--- config.mk ---
export PLATFORM = sky130hd
export DESIGN_NAME = fetch_stage
export DESIGN_NICKNAME = d
export VERILOG_FILES = /design/src/rtl/fetch_stage.sv
export SDC_FILE = /design/constraint.sdc
export NUM_CORES = 1
export LEC_CHECK = 0
export CAP_MARGIN = 0
export CORE_MARGIN = 1.5
export CORE_UTILIZATION = 42
export DETAILED_ROUTE_END_ITERATION = 10
export PLACE_DENSITY = 0.81
export SKIP_CTS_REPAIR_TIMING = 1
export SLEW_MARGIN = 25
export SYNTH_ARGS = -nofsm -noshare
export SYNTH_HDL_FRONTEND = slang
export SYNTH_SLANG_ARGS = --single-unit
--- constraint.sdc ---
create_clock -name CLK -period 2.2 [get_ports CLK]
set_input_delay 0.44 -clock CLK [delete_from_list [all_inputs] [get_ports CLK]]
set_output_delay 0.44 -clock CLK [all_outputs]
set_load 0.005 [all_outputs]
--- src/rtl/fetch_stage.sv ---
`default_nettype none
// ============================================================================
// Module      : fetch_stage
// Description : Instruction-fetch stage with IF/DE pipeline register. Owns the
//               PC, drives a synchronous-read instruction memory, applies the
//               hazard unit's stall/flush/redirect controls and presents the
//               decode-stage instruction and its register fields.
// Revision    : 1.0 - initial release
// ============================================================================
module fetch_stage #(
    parameter int                XLEN      = 32,
    parameter logic [XLEN-1:0]   RESET_PC  = '0,
    parameter logic [31:0]       NOP_INSTR = 32'h0000_0013
) (
    input  logic                 CLK,
    input  logic                 RST_N,
    input  logic                 STALL,
    input  logic                 FLUSH,
    input  logic [1:0]           PC_SEL,
    input  logic [XLEN-1:0]      JALR_TGT,
    input  logic [XLEN-1:0]      BR_TGT,
    input  logic [XLEN-1:0]      JAL_TGT,
    output logic [XLEN-1:0]      IMEM_ADDR,
    output logic                 IMEM_EN,
    input  logic [31:0]          IMEM_RDATA,
    output logic [XLEN-1:0]      D_PC,
    output logic [XLEN-1:0]      D_PC4,
    output logic [31:0]          D_IR,
    output logic                 D_VALID,
    output logic [6:0]           D_OP,
    output logic [4:0]           D_ADDR1,
    output logic [4:0]           D_ADDR2,
    output logic [4:0]           D_WADDR
);

    localparam logic [XLEN-1:0] c_PC_STEP    = XLEN'(4);
    localparam logic [XLEN-1:0] c_ALIGN_MASK = ~(XLEN'(3));

    localparam logic [1:0] c_SEL_SEQ  = 2'b00;
    localparam logic [1:0] c_SEL_JALR = 2'b01;
    localparam logic [1:0] c_SEL_BR   = 2'b10;

    logic [XLEN-1:0] r_pc;
    logic [XLEN-1:0] r_dpc;
    logic            r_valid;
    logic [31:0]     r_hold;
    logic            r_hold_v;

    logic [XLEN-1:0] w_pc_src;
    logic [XLEN-1:0] w_next_pc;
    logic            w_redirect;
    logic [31:0]     w_raw_ir;

    // Next-PC mux; targets are word-aligned by masking the two low bits.
    always_comb begin
        w_pc_src = r_pc + c_PC_STEP;
        case (PC_SEL)
            c_SEL_SEQ:  w_pc_src = r_pc + c_PC_STEP;
            c_SEL_JALR: w_pc_src = JALR_TGT;
            c_SEL_BR:   w_pc_src = BR_TGT;
            default:    w_pc_src = JAL_TGT;
        endcase
    end

    assign w_next_pc  = w_pc_src & c_ALIGN_MASK;
    assign w_redirect = (PC_SEL != c_SEL_SEQ);

    // PC and IF/DE register; a stall freezes everything and captures the
    // instruction that was on the memory bus so it survives IMEM going idle.
    always_ff @(posedge CLK or negedge RST_N) begin
        if (!RST_N) begin
            r_pc     <= RESET_PC;
            r_dpc    <= RESET_PC;
            r_valid  <= 1'b0;
            r_hold   <= NOP_INSTR;
            r_hold_v <= 1'b0;
        end else if (STALL) begin
            if (!r_hold_v) begin
                r_hold   <= IMEM_RDATA;
                r_hold_v <= 1'b1;
            end
        end else begin
            r_pc     <= w_next_pc;
            r_dpc    <= r_pc;
            r_valid  <= !(FLUSH || w_redirect);
            r_hold_v <= 1'b0;
        end
    end

    assign IMEM_ADDR = r_pc;
    assign IMEM_EN   = RST_N && !STALL;

    // Decode-side view: held copy while a stall is in progress, bubble when
    // the slot is not a real instruction.
    assign w_raw_ir = r_hold_v ? r_hold : IMEM_RDATA;
    assign D_IR     = r_valid ? w_raw_ir : NOP_INSTR;
    assign D_VALID  = r_valid;
    assign D_PC     = r_dpc;
    assign D_PC4    = r_dpc + c_PC_STEP;
    assign D_OP     = D_IR[6:0];
    assign D_ADDR1  = D_IR[19:15];
    assign D_ADDR2  = D_IR[24:20];
    assign D_WADDR  = D_IR[11:7];

endmodule
`default_nettype wire
==> After elaboration in Yosys (flattened, before gate mapping) <==
Cells that the tools add are included.
{ "classes": {"n_reduce_logical": 6, "n_mux": 4, "add_sub_neg": 2, "eq_ne": 2} }
{ "op_table": {"columns": ["cell", "count"], "rows": [
  ["$pmux 32 s3", 1],
  ["$add 32x3->32 const B", 2],
  ["$mux 32", 2],
  ["$eq 2x1->1 const B", 1],
  ["$eq 2x2->1 const B", 1],
  ["$logic_not 1->1", 2],
  ["$logic_not 2->1", 1],
  ["$reduce_bool 2->1", 1],
  ["$logic_and 1x1->1", 1],
  ["$logic_or 1x1->1", 1],
  ["$mux 1", 1]
]} }
{ "word_totals": {"wordCells": 19, "inputBits": 134, "out_inout_bits": 152, "reg_bits": 94} }

==> Depth between registers and ports, before layout <==
Gate-level depths: netlist of the first run.
{ "logic_depth": {"depth_word": 3, "depth_mapped": 7, "mapped_depth_nobuf": 5} }

==> Worst setup path after synthesis of the first run <==
Ideal clock, no wire load.
{ "synth_timing": {"path_type": "register -> output", "startpoint": "register r_dpc[10], in the netlist D_PC[10]", "endpoint": "output port D_PC4[29]", "slack_ns": 0.192, "required_ns": 1.760, "arrival_ns": 1.568, "path_buffers": 0, "stages_incl_launch_ff": 5, "cell_sequence": "dfrtp_1 > nand4_1 > nor4_2 > nand4_1 > xnor2_1"} }
{ "synth_via": {"elab_chain_cells": 1} }
{ "synth_lines": {"columns": ["item", "line_no", "rtl"], "rows": [
  ["start: declaration", "44", "logic [XLEN-1:0] r_dpc;"],
  ["start signal: assignment", "84", "r_dpc <= r_pc;"],
  ["$add 32x3->32", "99", "assign D_PC4 = r_dpc + c_PC_STEP;"],
  ["end: declaration", "27", "output logic [XLEN-1:0] D_PC4,"]
]} }
No other way between the ends.

==> Final worst setup path of the first run <==
{ "layout_timing": {"startpoint": "register r_dpc[4], in the netlist D_PC[4]", "endpoint": "output port D_PC4[29]"} }
Same word-level chain as after synthesis.

==> results of run 1 <==
registers in the layout, summed over array words and instances (netlist names):
signal and cells:
r_hold_v 1, r_hold 32, D_VALID 1, IMEM_ADDR 30, D_PC 30
layer usage:
layer	global-route usage	wire length, um	vias to the layer above
li1	-	-	2897
met1	0.303	8040	3008
met2	0.453	10900	306
met3	0.0447	1510	39
met4	0.0926	555	0
met5	0	0	-
cell usage after synthesis (4+ instances only):
library cell,count,area (um2)
o22ai_1,4,25.0
a31oi_1,8,50.1
and2_1,4,25.0
a211o_1,4,35.0
a22oi_1,9,67.6
nor2_1,23,86.3
a211oi_1,5,37.5
inv_1,9,33.8
a21oi_1,13,65.1
and3_1,10,62.6
xor2_1,7,61.3
mux2i_1,43,430
clkbuf_1,26,97.6
buf_1,11,41.3
mux4_2,5,113
a2bb2oi_1,4,35.0
nand3_1,22,110
nand2b_1,4,25.0
nor2b_1,32,200
mux2_2,79,890
buf_2,4,20.0
nor4_2,4,50.1
xnor2_1,24,210
nand4_1,16,100
nor3_1,9,45.0
buf_4,28,210
or3_1,5,31.3
o21ai_0,14,70.1
dfrtp_1,91,2280
a311oi_1,4,35.0
nand2_1,35,131
nor4_1,8,50.1
where the power goes:
group / leakage [nW] / switching [mW] / internal (mW)
Combinational: 3.85 / 0.980 / 1.44
Clock: 0.167 / 0.668 / 1.14
Sequential: 1.10 / 0.263 / 2.02
Total: 5.12 / 1.91 / 4.60
kinds of logic after synthesis:
group | after synthesis | share of synthesized area
xor gates and xnor gates | 31 | 0.0437
AOI/OAI and AO/OA | 98 | 0.114
and+or+nand+nor | 183 | 0.163
DFF | 94 | 0.379
other | 1 | 0.000603
muxes | 127 | 0.230
buffers and inverters | 78 | 0.0648
adders and majority gates | 2 | 0.00403
final timing paths:
kind | start | to | slack [ns] | depth (start not counted)
max | D_PC[4]$_DFFE_PN0N_ | D_PC4[29] | -0.28 | 8
min | RST_N | IMEM_ADDR[11]$_DFFE_PN0N_ | 0.23 | 2
max reg2reg | IMEM_ADDR[14]$_DFFE_PN0N_ | IMEM_ADDR[22]$_DFFE_PN0N_ | 0.13 | 4
min reg2reg | r_hold[15]$_DFFE_PN0P_ | r_hold[15]$_DFFE_PN0P_ | 0.51 | 1
max in group asynchronous | RST_N | r_hold_v$_DFF_PN0_ | 1.52 | 2
min in group CLK | STALL | D_VALID$_DFFE_PN0N_ | 0.43 | 2
layout make-up:
type / instances / share of cell area
multi-input cells: 447 / 0.355
clock buffers: 12 / 0.0240
well taps: 184 / 0.0224
flip-flops and latches: 94 / 0.229
inverters: 9 / 0.00328
repair buffers: 379 / 0.357
clock inverters: 4 / 0.00925
through the flow:
stage / hold slack (ns) / cells / setup TNS, ns / instance area (um2)
after global routing: 0.282 / 1129 / -4.33 / 10300
after global placement: 0.247 / 1085 / -1.68 / 9460
after CTS: -0.119 / 1101 / -13.07 / 9800
after detailed placement: 0.247 / 1085 / -2.57 / 9460
final: 0.226 / 1129 / -2.57 / 10300
after floorplan: 0.144 / 619 / 0 / 6230
critical path, delay by kind of cell, from the launching register on:
| kind | cells | cell delay (ns) |
|---|---|---|
| DFF | 1 | 0.40 |
| buffers and inverters | 4 | 0.54 |
| and+or+nand+nor | 3 | 0.59 |
| xor gates and xnor gates | 1 | 0.18 |
==> metrics.yaml, run 1 <==
timing:
  rsz0062_at_grt: "yes"
  fin_ws_ns: -0.284
  skew_ns: 0.00729
  finalHoldViolations: 0
  tightestPinTransition_ns: 0.623
  slew_violations: 0
  timing.slew.headroom: 0.585
  min_period_over_period: 1.13
  setup_viol: 15
  min_period_ns: 2.48
  max_freq_mhz: 403
drt:
  first_pass_iters: 5
  routed_wl_um: 21100
  first_iter_violations: 447
  wl_per_cell_um: 18.7
  vias: 6250
  ant_nets: 0
  viasPerCell: 5.54
  drc_errors: 0
clock_tree:
  insertion_delay_ns: 0.34
  cts_tree: "done"
  root_buffer: "clkbuf_16"
  numCtsBuffers: 9
  htreeDepth: 3
  clkSinkCount: 94
  clockBufferDepth: 2
  clkTransAtPathRegs_ns: 0.07
global_route:
  overflow: 0
  grt_use_total: 0.253
  grt_pass1_vias: 6006
  grt_antenna_before_repair: 0
  grt_max_degree: 48
  grt_pass1_wl_um: 31600
critical_path:
  path_max_fanout: 6
  criticalPathCategory: "reg2out"
  worst_setup_path_end_kind: "output port"
  cp-start-kind: "register"
  worstPathCellList: "nand4_1 -> nor4_2 -> buf_4 -> buf_6 -> buf_6 -> nand4_1 -> xnor2_1 -> buf_2"
  arrival_ns: 2.04
  critical-path-max-stage-delay_ns: 0.40
  required_ns: 1.76
  slowest_stage: "dfrtp_1"
layout:
  final_common_cell: "clkdlybuf4s50_1"
  final_util: 0.710
  final_layout_size_suffix_gt1_frac: 0.278
  fill_cells: 1047
  regArea_um2: 2360
  layout.nets: 1076
  final_cell_mix: "clkdlybuf4s50_1 (195), buf_4 (92), dfrtp_1 (90)"
  multiInputGateArea_um2: 3650
  syn_to_final_growth_pct: 65.5
  n_antenna_cell: 0
floorplanning:
  core_um2: 14500
  die_area_um2: 15500
  dieHeight_um: 125
  num_rows: 44
  ios: 286
  start_util: 0.429
  die_x_um: 125
synthesis:
  ys_seq_elements: 94
  yosys_warnings: 0
  ys_seq_area_frac: 0.379
  synth_top_flop_cell: "dfrtp_1"
  synth-edff-count: 0
  synthCells: 614
  async_flop_share: 1.00
  synthDistinctLibCells: 62
  syn-cell-area_um2: 6220
  avgSynthCellArea_um2: 10.1
placed_design:
  gp_congestion: 0.866
  dpl.hpwl_um: 15400
  io_buffers: 273
  pre_cts_slack_ns: -0.175
flow_run:
  maxCapViolations: 0
pwr:
  powerDensity_nw_per_um2: 633
  p_leak_nw: 5.12
  peakVddDrop_mv: 0.378
  total_power_mw: 6.51
run_status:
  violations: "negative setup slack"
  status: "finished, violations left"
min_path:
  min_path_type: "in2async"
(Power assumes the default switching activity.)
==> run 2, diff against run 1 <==
--- a/config.mk
+++ b/config.mk
@@ -6,6 +6,7 @@
 export NUM_CORES = 1
 export LEC_CHECK = 0
 export CAP_MARGIN = 0
+export CORE_ASPECT_RATIO = 2
 export CORE_MARGIN = 1.5
 export CORE_UTILIZATION = 42
 export DETAILED_ROUTE_END_ITERATION = 10
==> run 2 against run 1 <==
Compared with the run above: largest power group unchanged; register-to-register slack hardly changed; count of clock-buffer cells in the layout is 1 higher; the flow still finishes with violations (negative setup slack); power is 6.4% lower; worst hold slack worse by 0.097 ns; wire length is 2.1% lower.
==> metrics.yaml, run 2 (synthesized netlist as in run 1, its figures left out) <==
run_status:
  status: "finished, violations left"  # unchanged
  violations: "negative setup slack"  # unchanged
placed_design:
  dpl.hpwl_um: 15500  # was 15,400 um
  pre_cts_slack_ns: -0.247  # was -0.175 ns
  io_buffers: 273  # unchanged
  gp_congestion: 0.862  # was 0.866
floorplanning:
  dieHeight_um: 175  # was 125 um
  start_util: 0.431  # was 0.429
  die_area_um2: 15600  # was 15,500 um2
  num_rows: 62  # was 44
  core_um2: 14400  # was 14,500 um2
  die_x_um: 89.0  # was 125 um
  ios: 286  # unchanged
layout:
  largest_reg_flops: 32  # unchanged
  fill_cells: 1111  # was 1,047
  final_common_cell: "clkdlybuf4s50_1"  # unchanged
  final_layout_size_suffix_gt1_frac: 0.272  # was 0.278
  final_cell_mix: "clkdlybuf4s50_1 (196), dfrtp_1 (90), buf_4 (90)"  # was clkdlybuf4s50_1 (195), buf_4 (92), dfrtp_1 (90)
  largest-register: "r_hold"  # unchanged
  n_antenna_cell: 0  # unchanged
  final_util: 0.699  # was 0.710
  layout.nets: 1067  # was 1,076
  syn_to_final_growth_pct: 62.2  # was 65.5%
critical_path:
  worst_setup_path_end_kind: "output port"  # unchanged
  regToRegStartpoint: "IMEM_ADDR[3]$_DFFE_PN0N_"  # was IMEM_ADDR[14]$_DFFE_PN0N_
  reg2reg_depth: 5  # was 4
  path_max_fanout: 6  # unchanged
  r2r_end: "IMEM_ADDR[18]$_DFFE_PN0N_"  # was IMEM_ADDR[22]$_DFFE_PN0N_
  regToRegSetupSlack_ns: 0.12  # was 0.13 ns
  arrival_ns: 2.07  # was 2.04 ns
  cpMostUsedCell: "nand4_1"
  cp-start-kind: "register"  # unchanged
  worstPathCellList: "nand4_1 -> nor4_2 -> buf_4 -> buf_6 -> nand4_1 -> xnor2_1 -> buf_2"  # was nand4_1 -> nor4_2 -> buf_4 -> buf_6 -> buf_6 -> nand4_1 -> xnor2_1 -> buf_2
  critical-path-max-stage-delay_ns: 0.35  # was 0.40 ns
  criticalPathCategory: "reg2out"  # unchanged
  slowest_stage: "dfrtp_1"  # unchanged
  required_ns: 1.76  # about the same
global_route:
  grt_use_total: 0.253  # about the same
  overflow: 0  # unchanged
  grt_antenna_before_repair: 0  # unchanged
  grt_max_degree: 62  # was 48
  grt_pass1_wl_um: 30500  # was 31,600 um
  grt_pass1_vias: 6042  # was 6,006
drt:
  viasPerCell: 5.44  # was 5.54
  first_pass_iters: 7  # was 5
  wl_per_cell_um: 18.3  # was 18.7 um
  routed_wl_um: 20600  # was 21,100 um
  first_iter_violations: 229  # was 447
  ant_nets: 0  # unchanged
  drc_errors: 0  # unchanged
  vias: 6136  # was 6,250
clock_tree:
  htreeDepth: 3  # unchanged
  root_buffer: "clkbuf_16"  # unchanged
  clkTransAtPathRegs_ns: 0.07  # about the same
  numCtsBuffers: 9  # unchanged
  insertion_delay_ns: 0.34  # about the same
  cts_tree: "done"  # unchanged
  clkSinkCount: 94  # unchanged
  clockBufferDepth: 2  # unchanged
timing:
  min_period_over_period: 1.14  # was 1.13
  timing.slew.headroom: 0.395  # was 0.585
  slew_violations: 0  # unchanged
  max_freq_mhz: 399  # was 403 MHz
  skew_ns: 0.00985  # was 0.00729 ns
  tightestPinTransition_ns: 0.906  # was 0.623 ns
  min_period_ns: 2.51  # was 2.48 ns
  setup_viol: 21  # was 15
  whs_ns: 0.128  # was 0.226 ns
  finalHoldViolations: 0  # unchanged
  rsz0062_at_grt: "yes"  # unchanged
  fin_ws_ns: -0.306  # was -0.284 ns
pwr:
  p_leak_nw: 4.91  # was 5.12 nW
  total_power_mw: 6.09  # was 6.51 mW
  powerDensity_nw_per_um2: 604  # was 633 nW/um2
  peakVddDrop_mv: 0.373  # was 0.378 mV
min_path:
  min_path_type: "in2async"  # unchanged
flow_run:
  maxCapViolations: 0  # unchanged
run 2: cell type report:
type | count | area [um2] | share of cell area
Clock buffer | 13 | 250 | 0.0248
Tap cell | 192 | 240 | 0.0238
Clock inverter | 3 | 20.0 | 0.00199
Timing Repair Buffer | 370 | 3520 | 0.349
Multi-Input combinational cell | 447 | 3660 | 0.363
Inverter | 9 | 33.8 | 0.00335
Sequential cell | 94 | 2360 | 0.234
run 2: report_power, final:
part | internal [mW] | switching, mW
Sequential | 2.02 | 0.272
Clock | 0.797 | 0.644
Combinational | 1.42 | 0.945
Total | 4.23 | 1.86
run 2: layer usage:
layer / global-route usage / vias up / part of all wire
met5: 0 / - / 0
met4: 0.136 / 0 / 0.044
li1: - / 2870 / -
met3: 0.0331 / 60 / 0.054
met1: 0.267 / 2932 / 0.35
met2: 0.466 / 274 / 0.55
run 2: per-stage QoR:
step           setup TNS [ns]  cells  area (um2)
2_1_floorplan               0    619        6230
3_3_place_gp            -3.37   1097        9460
3_5_place_dp            -5.12   1097        9460
4_1_cts                -13.76   1113        9730
5_1_grt                 -5.48   1128       10100
6_report                -2.34   1128       10100
run 2: worst max-delay path by stage:
| stage | from | to | cells after the start |
|---|---|---|---|
| 2_1_floorplan | D_PC[10]$_DFFE_PN0N_ | D_PC4[29] | 4 |
| 5_1_grt | D_PC[8]$_DFFE_PN0N_ | D_PC4[27] | 7 |
| 3_5_place_dp | PC_SEL[0] | IMEM_ADDR[26]$_DFFE_PN0N_ | 6 |
| 3_3_place_gp | D_PC[3]$_DFFE_PN0N_ | D_PC4[16] | 6 |
| 6_report | D_PC[9]$_DFFE_PN0N_ | D_PC4[27] | 7 |
| 4_1_cts | D_PC[3]$_DFFE_PN0N_ | D_PC4[16] | 6 |
run 2: worst max-delay path: cells and delay by family, from the launching register on:
kind | cells | cell delay [ns]
xor gates and xnor gates | 1 | 0.25
buffers and inverters | 3 | 0.46
DFF | 1 | 0.35
and+or+nand+nor | 3 | 0.67
